===== src/rtl/fpcvt_pkg.sv =====
// Shared definitions for the linear-to-float converter and its rounding stage.
package fpcvt_pkg;

  localparam int DEF_EXP_W = 3;
  localparam int DEF_SIG_W = 4;

  localparam logic [DEF_EXP_W-1:0] EXP_MAX = '1;
  localparam logic [DEF_SIG_W-1:0] SIG_MAX = '1;

  typedef struct packed {
    logic                 sign;
    logic [DEF_EXP_W-1:0] exp;
    logic [DEF_SIG_W-1:0] sig;
  } fp_word_t;

endpackage


===== src/rtl/fpcvt_round_core.sv =====
// Combinational round-half-away-from-zero on magnitude, carry into exponent,
// clamp to maximum magnitude when the exponent is already at its top value.
module fpcvt_round_core #(
  parameter int EXP_W = 3,
  parameter int SIG_W = 4
) (
  input  logic [EXP_W-1:0] t_exp,
  input  logic [SIG_W-1:0] t_sig,
  input  logic             round,
  output logic [EXP_W-1:0] r_exp,
  output logic [SIG_W-1:0] r_sig,
  output logic             sat
);

  logic [SIG_W:0] sum;

  always_comb begin
    sum   = {1'b0, t_sig} + {{SIG_W{1'b0}}, round};
    r_exp = t_exp;
    r_sig = sum[SIG_W-1:0];
    sat   = 1'b0;
    if (sum[SIG_W]) begin
      if (t_exp != '1) begin
        // Significand overflowed to 2^SIG_W; renormalise by one position.
        r_exp = t_exp + 1'b1;
        r_sig = sum[SIG_W:1];
      end else begin
        r_exp = '1;
        r_sig = '1;
        sat   = 1'b1;
      end
    end
  end

endmodule


===== src/rtl/fpcvt_round.sv =====
// Two-stage rounding pipeline with valid/ready on both sides.
// Define FPCVT_ROUND_STATS_EN to add the saturating sat_count port.
module fpcvt_round
  import fpcvt_pkg::*;
#(
  parameter int EXP_W = DEF_EXP_W,
  parameter int SIG_W = DEF_SIG_W
) (
  input  logic             clk,
  input  logic             rst,
  input  logic             in_valid,
  output logic             in_ready,
  input  logic             in_sign,
  input  logic [EXP_W-1:0] in_exp,
  input  logic [SIG_W-1:0] in_sig,
  input  logic             in_round,
  output logic             out_valid,
  input  logic             out_ready,
  output logic             out_sign,
  output logic [EXP_W-1:0] out_exp,
  output logic [SIG_W-1:0] out_sig,
  output logic             out_sat
`ifdef FPCVT_ROUND_STATS_EN
  ,
  output logic [15:0]      sat_count
`endif
);

  logic             s1_valid;
  logic             s1_sign;
  logic [EXP_W-1:0] s1_exp;
  logic [SIG_W-1:0] s1_sig;
  logic             s1_round;

  logic             s1_adv;
  logic             s2_adv;

  logic [EXP_W-1:0] r_exp;
  logic [SIG_W-1:0] r_sig;
  logic             r_sat;

  // out_valid doubles as the stage-2 valid flag.
  assign s2_adv   = !out_valid || out_ready;
  assign s1_adv   = s2_adv;
  assign in_ready = !s1_valid || s1_adv;

  fpcvt_round_core #(
    .EXP_W (EXP_W),
    .SIG_W (SIG_W)
  ) u_core (
    .t_exp (s1_exp),
    .t_sig (s1_sig),
    .round (s1_round),
    .r_exp (r_exp),
    .r_sig (r_sig),
    .sat   (r_sat)
  );

  always_ff @(posedge clk) begin
    if (rst) begin
      s1_valid  <= 1'b0;
      s1_sign   <= 1'b0;
      s1_exp    <= '0;
      s1_sig    <= '0;
      s1_round  <= 1'b0;
      out_valid <= 1'b0;
      out_sign  <= 1'b0;
      out_exp   <= '0;
      out_sig   <= '0;
      out_sat   <= 1'b0;
    end else begin
      // s1 may refill while s2 is stalled as long as s1 itself was empty.
      if (in_ready) begin
        s1_valid <= in_valid;
        if (in_valid) begin
          s1_sign  <= in_sign;
          s1_exp   <= in_exp;
          s1_sig   <= in_sig;
          s1_round <= in_round;
        end
      end
      if (s2_adv) begin
        out_valid <= s1_valid;
        if (s1_valid) begin
          out_sign <= s1_sign;
          out_exp  <= r_exp;
          out_sig  <= r_sig;
          out_sat  <= r_sat;
        end
      end
    end
  end

`ifdef FPCVT_ROUND_STATS_EN
  always_ff @(posedge clk) begin
    if (rst) begin
      sat_count <= '0;
    end else if (out_valid && out_ready && out_sat && (sat_count != '1)) begin
      sat_count <= sat_count + 16'd1;
    end
  end
`endif

endmodule


===== config.mk =====
export PLATFORM = sky130hd
export DESIGN_NAME = fpcvt_round
export DESIGN_NICKNAME = d
export VERILOG_FILES = /design/src/rtl/fpcvt_pkg.sv /design/src/rtl/fpcvt_round_core.sv /design/src/rtl/fpcvt_round.sv
export SDC_FILE = /design/constraint.sdc
export NUM_CORES = 1
export LEC_CHECK = 0
export CAP_MARGIN = 20
export CORE_UTILIZATION = 25
export CTS_BUF_LIST = sky130_fd_sc_hd__clkbuf_4 sky130_fd_sc_hd__clkbuf_8
export DETAILED_ROUTE_END_ITERATION = 6
export HOLD_SLACK_MARGIN = 0.02
export PLACE_DENSITY = 0.57
export SYNTH_ARGS = -nofsm -noshare
export SYNTH_HDL_FRONTEND = slang
export SYNTH_SLANG_ARGS = --single-unit

===== constraint.sdc =====
create_clock -name clk -period 4 [get_ports clk]
set_input_delay 0.8 -clock clk [delete_from_list [all_inputs] [get_ports clk]]
set_output_delay 0.8 -clock clk [all_outputs]
set_load 0.05 [all_outputs]

Yosys cells after proc, flatten, opt, wreduce, memory -nomap -nowiden:

Index checks and enable logic that the tools add are counted.

* $add $sub $neg: 2
* equality and inequality tests: 1
* muxes and demuxes: 6
* reductions and logical operators: 6

Operators by type and width (count)
* 2-to-1 mux 3 bit: 3
* adder 4 x 1 -> 5 bit: 1
* 2-to-1 mux 4 bit: 1
* AND reduction 2 bit: 2
* adder 3 x 1 -> 3 bit, second input constant: 1
* inequality test 3 bit, second input constant: 1
* zero test 1 bit: 2
* logical OR 1 bit: 2
* 2-to-1 mux 1 bit: 2

* bits in registers: 20
* input bits: 13
* output and inout bits: 11
* logic and storage cells: 25

Logic depth before layout (Yosys ltp):

* depth in word-level cells: 4
* depth in mapped cells: 6
* depth with buffers taken out: 5

By module:

From an unflattened synthesis, not the netlist that was laid out.

* cell total of the unflattened synthesis: 112
* area total of the unflattened synthesis: 997.2 µm²

Modules (own cells, without submodules)
* fpcvt_round: instances 1, cells an instance 89, area an instance 834.6 µm², sequential area each 400.4 µm²
* fpcvt_round_core: instances 1, cells an instance 23, area an instance 162.7 µm², sequential area each 0.0 µm²

Worst setup path after synthesis:

No wires, ideal clock.

* path kind: input to output
* from: input out_ready
* to: output in_ready
* arrival: 1393 ps
* required time: 3200 ps
* path slack: 1807 ps
* stages: 4
* path buffers: 2
* cell sequence: and3b_1 clkbuf_2 inv_1 buf_4

* word-level cells in the longest chain between the ends: 2

RTL lines
* from (decl): line fpcvt_round.sv:18 `input logic out_ready,`
* logical OR 1 bit: line fpcvt_round.sv:43 `assign s2_adv = !out_valid || out_ready;`
* logical OR 1 bit: line fpcvt_round.sv:45 `assign in_ready = !s1_valid || s1_adv;`
* to (decl): line fpcvt_round.sv:12 `output logic in_ready,`

No other way between the ends.

Worst setup path in the final report:

Same ends and word-level chain as after synthesis.

==> results.yml <==
global_routing:
  overflow: 0
  grt_first_pass_wirelength_microns: 3070
  grt_max_degree: 21
  antenna_found_initial: 0
  grt_pass1_vias: 709
  grt_usage_pct: 11.1
power_and_ir_drop:
  p_clk_share_pct: 28.6
  power.density_nw_per_um2: 347
  p_sw_share_pct: 27.0
  p_comb_share_pct: 17.4
  internal_power_w: 0.000296
  leakagePower_nw: 0.410
  peakVddDrop_mv: 0.122
  power_switching_w: 0.000110
  p_seq_share_pct: 54.0
sta:
  worst_slew_pin_slew_ns: 0.702
  hold_slack_ns: 0.481
  final-hold-violation-count: 0
  drv_slew: 0
  setup_tns_ns: 0
  rsz0062_at_grt: "false"
  maxSlewHeadroom_pct: 53.1
  setup_violations: 0
  fmax_mhz: 286
  period_share_pct: 87.5
  min_period_ns: 3.50
  worst_clock_skew_ns: 0.000903
drt:
  avgViaCountPerCell: 4.80
  ant_nets: 0
  drc: 0
  firstDrtPassIters: 4
  vias: 802
  drt_iter0_drc: 10
  wire_per_inst_microns: 11.2
  wl_microns: 1880
placed_design:
  placed_cells: 163
  numPortBuffers: 23
  postPlaceCellArea_sq_um: 1130
  gp_congestion: 0.756
  dp_hpwl_microns: 1420
floorplanning:
  die-area_sq_um: 3810
  initial_core_util_pct: 26.5
  num_io_pins: 24
  die_h_microns: 61.7
  die_w_microns: 61.7
  coreArea_sq_um: 3360
  fp-row-count: 21
clock_tree:
  hold_buffers: 0
  ctsResizeCount: 0
  cts_root_buf: "clkbuf_4"
  post_cts_buffers: 0
  clkTransAtPathRegs_ns: 0.11
  cts_tree: "done"
  worstSkewPairLatency_ns: 0.29
  cts_buffers: 3
  htree_levels: 1
  clk_path_buf_depth: 2
  cts_sinks: 20
setup_path:
  r2r_start: "s1_round$_SDFFE_PP0P_"
  worstSetupPathType: "primary input to output pin"
  worst_r2r_path_depth: 5
  critPathCaptureType: "output pin"
  cp-start-kind: "primary input"
  path_common_cell: "clkdlybuf4s50_1"
  worstPathRequired_ns: 3.20
  crit_family: "buffers and inverters"
  r2r-end: "out_exp[0]$_SDFFE_PP0P_"
  critPathBufInv: 3
  max_stage_delay_ns: 0.87
  path_cells: "clkdlybuf4s50_1 > and3b_1 > inv_1 > clkdlybuf4s50_1"
  cp_slowest_cell: "clkdlybuf4s50_1"
  arrival_ns: 2.70
  cp_max_fo: 11
  r2r_setup_slack_ns: 2.34
worst_hold_path:
  holdPathStages: 2
  hp-class: "flip-flop to flip-flop"
  worst_hold_path.endpoint: "out_sign$_SDFFE_PP0P_"
  min-delay-start: "out_sign$_SDFFE_PP0P_"
cells_and_area:
  layout-drive-gt1-share_pct: 4.13
  fin_nets: 138
  areaGrowthSynthToFinish_pct: 31.3
  fin_area_sq_um: 1170
  fin_cells: 167
  fill_cells: 388
  num_antenna_cells: 0
synthesis:
  yosys_warnings: 0
  synth_edf_count: 0
  dominantRegCellSynth: "dfxtp_1"
  synthArstFlopShare_pct: 0
  synth.avg_cell_area_sq_um: 8.73
  netlist_instances: 102
  synth_cell_types: 27
  synth-seq-area-share_pct: 44.9
  syn_area_sq_um: 891
  ys_ff_latch: 20
  synth_nets: 118
flow_run:
  maxCapViolCount: 0
run_status:
  outcome: "completed"
-- routing by layer --
metal / up-vias / GRT usage [%] / wire length (microns)
met3: 2 / 2.48 / 88
li1: 411 / - / -
met1: 365 / 14.7 / 908
met2: 24 / 16.7 / 868
met5: - / 0 / 0
met4: 0 / 5.71 / 13
-- placed cells by master, fill, tap and decap left out, types with 2 or more instances in the layout --
master and count:
dfxtp_1 20, ha_1 3, a21oi_1 21, nand2_1 2, clkbuf_4 3, inv_1 3, o21ai_0 12, clkdlybuf4s50_1 23
mux2i_1 2, nand2b_1 3, a311oi_1 5, nand3_1 11
-- cell type report --
cell class                 instances  area, sq um  area share [%]
multi-input combinational         71          434            37.1
timing repair buffer              23          230            19.7
tap                               46         57.6            4.92
sequential                        20          400            34.2
clock buffer                       4         36.3            3.10
inverter                           3         11.3           0.963
-- cell usage after synthesis, types with 2 or more instances --
cell	count	area (sq um)
a311oi_1	5	43.8
dfxtp_1	20	400
clkbuf_1	3	11.3
o21ai_0	12	60.1
nand2b_1	3	18.8
mux2i_1	2	20.0
buf_2	2	10.0
a21oi_1	21	105
ha_1	3	37.5
nand3_1	11	55.1
nand2_1	2	7.51
inv_1	3	11.3
-- tightest hold or removal path: stages, from the launching register on --
cell and delay (ns):
dfxtp_1 0.32, o21ai_0 0.06, a21oi_1 0.06
-- sequential cells by signal (all words and copies together) (netlist names) --
| name | count |
|---|---|
| s1_round | 1 |
| out_sig | 4 |
| out_valid | 1 |
| out_exp | 3 |
| s1_valid | 1 |
| out_sat | 1 |
| s1_sign | 1 |
| s1_exp | 3 |
| out_sign | 1 |
| s1_sig | 4 |
-- stage by stage --
step           power (W)  utilization, %  setup WS, ns
2_1_floorplan   0.000266               -          1.81
3_3_place_gp    0.000293            33.7         0.537
3_5_place_dp    0.000295            33.7         0.503
4_1_cts         0.000412            34.8         0.494
5_1_grt         0.000431            34.8         0.369
6_report        0.000406            34.8         0.501
-- how the worst max path moves through the flow --
stage / from / end / slack, ns / cells past startpoint
6_report: out_ready / in_ready / 0.50 / 4
5_1_grt: out_ready / in_ready / 0.37 / 4
4_1_cts: out_ready / in_ready / 0.49 / 4
3_5_place_dp: out_ready / in_ready / 0.50 / 4
3_3_place_gp: out_ready / in_ready / 0.54 / 4
2_1_floorplan: out_ready / in_ready / 1.81 / 4
-- logic make-up after synthesis --
logic type | after synthesis | synth area share [%]
compound gates | 42 | 27.0
flops | 20 | 44.9
simple gates | 22 | 13.3
xor+xnor | 2 | 1.97
buf+inv | 11 | 6.32
mux | 2 | 2.25
fa+ha+maj | 3 | 4.21
-- power groups by stage --
stage,Clock (W),Combinational (W),Sequential [W]
finish,0.000116,0.0000705,0.000219
global route,0.000133,0.0000767,0.000221
CTS,0.000121,0.0000711,0.000220
detailed placement,0,0.0000710,0.000224
global placement,0,0.0000699,0.000223
floorplan,0,0.0000277,0.000239
No activity file was read; power rests on OpenSTA's default activity.
==> edit 1: new RTL, same settings <==
`DEF_SIG_W`: 4 -> 6.
--- a/src/rtl/fpcvt_pkg.sv
+++ b/src/rtl/fpcvt_pkg.sv
@@ -4,3 +4,3 @@
   localparam int DEF_EXP_W = 3;
-  localparam int DEF_SIG_W = 4;
+  localparam int DEF_SIG_W = 6;
 
Ports: changed (resized in_sig and out_sig); port bits go from 24 to 28. The function was not compared with the original's and may differ.
==> edit 1 against the unedited design <==
- total power increased by 39%
- final cell count rose by 26%
- synthesized area is 34% higher
- sequential cell count rose by 4
- register-to-register slack worse by 0.13 ns
- critical path depth is the same
- utilization is 0.28 points lower
- routed wire length increased by 51%
- worst setup slack better by 0.0056 ns
- design area up 32%
- critical path type unchanged
- largest cell class unchanged
- highest routed layer unchanged
==> edit 1: results (changes against the unedited design) <==
SYNTHESIS
----------------------------------------------------------------------------------------------------
Dominant cells by area after synthesis                                                  dfxtp_1 (40%), a21oi_1 (8.8%), nand3_1 (5.9%), o21ai_1 (4.2%), a2111oi_2 (3.8%)   was dfxtp_1 (45%), a21oi_1 (12%), o21ai_0 (6.7%), nand3_1 (6.2%), a311oi_1 (4.9%)
Synth Area in Adders                                                                          3.151%   was 4.213%
XOR/XNOR Fraction of Synth Area                                                               1.471%   was 1.966%
Post-synthesis compound-gate area fraction                                                    29.10%   was 26.97%
Fraction of the yosys area taken by sequential cells                                          40.34%   was 44.94%
Count of different cell masters after synthesis                                                   39   was 27

PLACE
----------------------------------------------------------------------------------------------------
Dpl hpwl                                                                                     2061 um   was 1425 um

GLOBAL ROUTING
----------------------------------------------------------------------------------------------------
Met3 Use GR                                                                                   4.131%   was 2.484%
Global-route wire length before repair                                                       4809 um   was 3070 um
Largest net degree at the start of global routing                                                 23   was 21
Met1 Use GR                                                                                   15.67%   was 14.72%
Met2 layer usage reported by global route                                                     19.23%   was 16.74%

FINISH
----------------------------------------------------------------------------------------------------
Final-layout fill cell count                                                                     454   was 388
Non-clock buffer count in the final layout                                                        28   was 23
Seq_cells                                                                                         24   was 20
Clock buffers and inverters, area share                                                       4.619%   was 3.102%
Final instance count without filler cells                                                        211   was 167
Area used by multi-input combinational logic                                              626.9 um^2   was 434.2 um^2
Multi-input combinational cell count                                                              97   was 71
Final-stage net count                                                                            178   was 138
Non-CTS inverters                                                                                  6   was 3
Clock buffer instance count of the final layout                                                    3   was 4

STA
----------------------------------------------------------------------------------------------------
Final clock skew                                                                         0.002999 ns   was 0.0009025 ns

DRT
----------------------------------------------------------------------------------------------------
Total vias in the final route                                                                   1119   was 802
Routed Wire Length                                                                           2836 um   was 1878 um
Violation count after the first detailed-route iteration                                          62   was 10

POWER
----------------------------------------------------------------------------------------------------
Worst supply voltage drop on vdd                                                           0.2246 mV   was 0.1217 mV
Leakage power                                                                              0.5149 nW   was 0.4096 nW
Power density normalized to cell area                                                   364.4 nW/um^2   was 347.1 nW/um^2

RUN STATUS
----------------------------------------------------------------------------------------------------
Result of the run                                                                          completed   unchanged

CLOCKING
----------------------------------------------------------------------------------------------------
Clock root buffer                                                                           clkbuf_8   was clkbuf_4
Clock-pin slew reported for the worst setup and hold paths after clock tree synthesis        0.08 ns   was 0.11 ns

FLOORPLANNING
----------------------------------------------------------------------------------------------------
Die X-Extent                                                                                71.03 um   was 61.70 um

-- edit 1: path summary, 6_finish.rpt --
kind,cells past startpoint,start,slack (ns),endpoint
hold / removal,2,s1_sign$_SDFFE_PP0P_,0.48,out_sign$_SDFFE_PP0P_
setup reg to reg,5,s1_sig[0]$_SDFFE_PP0P_,2.21,out_exp[0]$_SDFFE_PP0P_
setup / recovery,4,out_ready,0.51,in_ready
hold reg to reg,2,s1_sign$_SDFFE_PP0P_,0.48,out_sign$_SDFFE_PP0P_
-- edit 1: routing by layer --
layer | wire length [um] | vias up
li1 | - | 556
met1 | 1295 | 515
met2 | 1298 | 42
met3 | 210 | 6
met4 | 32 | 0
met5 | 0 | -
-- edit 1: power by group --
part	total (mW)	internal (mW)	switching, mW
logic	0.0869	0.0374	0.0495
clock network	0.212	0.134	0.0780
registers	0.264	0.251	0.0129
-- edit 1: worst min-delay path: stages, from the launching register on --
cell     delay [ns]
dfxtp_1        0.32
nand3_1        0.07
a21oi_1        0.06
==> edit 2: new RTL, same settings <==
Made on the original files. Build with the macro `FPCVT_ROUND_STATS_EN` defined.
--- a/src/rtl/fpcvt_round.sv
+++ b/src/rtl/fpcvt_round.sv
@@ -2,2 +2,4 @@
 // Define FPCVT_ROUND_STATS_EN to add the saturating sat_count port.
+`define FPCVT_ROUND_STATS_EN
+
 module fpcvt_round
Formal check against the unedited RTL (old outputs only; new: sat_count): equivalent (Yosys induction, for registers that start in step).
==> edit 2 against the unedited design <==
- design area increased by 93%
- synthesized area increased by 90%
- sequential power rose by 71%
- utilization is 0.16 points higher
- critical path type unchanged
- combinational power shrank 12%
- via count rose by 97%
- worst setup slack improved by 0.35 ns
- the flow now finishes with violations (DRC)
- total power up 76%
- routed wire length is 110% higher
- register-to-register slack got worse by 0.41 ns
- sequential cell count is 16 higher
- clock power is 140% higher
==> edit 2: results (changes against the unedited design) <==
CRITICAL PATH
----------------------------------------------------------------------------------
Largest fanout of any net on the critical path                                   5   was 11
Arrival @ worst endpoint                                                   2.35 ns   was 2.70 ns

FINISH
----------------------------------------------------------------------------------
Registers with the most flip-flops                                    sat_count (16), out_sig (4), s1_sig (4)   was out_sig (4), s1_sig (4)
Share of final-layout standard cells stronger than drive strength 1         5.738%   was 4.132%

CLOCKING
----------------------------------------------------------------------------------
Clock root buffer                                                         clkbuf_8   was clkbuf_4
Maximum level of the CTS H-tree                                                  2   was 1

PLACE
----------------------------------------------------------------------------------
Count of buffers inserted at the top-level ports                                39   was 23
Routability Congestion                                                      0.7193   was 0.7559
Number of placed instances, taps included                                      313   was 163
Post-Place Worst Slack                                                   0.8396 ns   was 0.5027 ns

SYNTHESIS
----------------------------------------------------------------------------------
Dominant cells by area after synthesis                                dfxtp_1 (43%), a21oi_1 (9.2%), nand2_1 (6.0%), nand3_1 (4.7%), or3_1 (4.4%)   was dfxtp_1 (45%), a21oi_1 (12%), o21ai_0 (6.7%), nand3_1 (6.2%), a311oi_1 (4.9%)
Syn_area_per_cell                                                       8.305 um^2   was 8.734 um^2
Synth cell count leaders                                              dfxtp_1 (36), a21oi_1 (31), nand2_1 (27)   was a21oi_1 (21), dfxtp_1 (20), o21ai_0 (12)
Fraction of the yosys area taken by sequential cells                        42.54%   was 44.94%
XOR/XNOR Fraction of Synth Area                                                 0%   was 1.966%
Synth Area in Adders                                                        2.954%   was 4.213%
Count of different cell masters after synthesis                                 36   was 27

DRT
----------------------------------------------------------------------------------
Wire length per cell after detailed routing                               12.31 um   was 11.25 um
Violation count after the first detailed-route iteration                        67   was 10
Routed Wire Length                                                         3951 um   was 1878 um
Post-route DRC                                                                   8   was 0

RUN STATUS
----------------------------------------------------------------------------------
Violations in the final reports                                                DRC
Result of the run                                                     finished, violations left   was completed

GLOBAL ROUTING
----------------------------------------------------------------------------------
Overall fraction of global-route tracks in use                              11.38%   was 11.05%
Global-route wire length before repair                                     6548 um   was 3070 um
Vias in the first global route                                                1419   was 709

-- edit 2: kinds of logic after synthesis --
group	after synthesis
compound gates	55
fa+ha+maj	4
simple gates	97
flops	36
buf+inv	11
mux	1
-- edit 2: final timing paths --
kind	start	end	slack (ns)	depth (start not counted)
min reg2reg	out_sig[3]$_SDFFE_PP0P_	out_sig[3]$_SDFFE_PP0P_	0.46	2
min	out_sig[3]$_SDFFE_PP0P_	out_sig[3]$_SDFFE_PP0P_	0.46	2
max	out_ready	in_ready	0.85	3
max reg2reg	sat_count[0]$_SDFFE_PP0P_	sat_count[7]$_SDFFE_PP0P_	1.93	5
-- edit 2: area by class of cell --
class                   instances  area (um^2)
multi-input cells             157        929.6
clock buffers                   8        97.59
flip-flops and latches         36        720.7
well taps                      77        96.34
fillers                       691         4202
inverters                       2        7.507
repair buffers                 41        405.4
-- edit 2: power breakdown --
| group | leakage [nW] | internal, mW | switching, mW |
|---|---|---|---|
| combinational | 0.436 | 0.0260 | 0.0360 |
| sequential | 0.293 | 0.368 | 0.00729 |
| clock | 0.0523 | 0.154 | 0.122 |
-- edit 2: critical path, delay by kind of cell --
| kind | cells | cell delay (ns) |
|---|---|---|
| buf+inv | 2 | 1.35 |
| simple gates | 1 | 0.19 |
-- edit 2: per-layer routing --
metal | part of all wire (%) | routed length [um] | track usage, % | vias to the layer above
met1 | 47 | 1851 | 13.69 | 709
met2 | 48 | 1894 | 19.52 | 33
met5 | 0 | 0 | 0 | -
li1 | - | - | - | 835
met3 | 4.4 | 172 | 2.950 | 5
met4 | 0.81 | 32 | 4.232 | 0
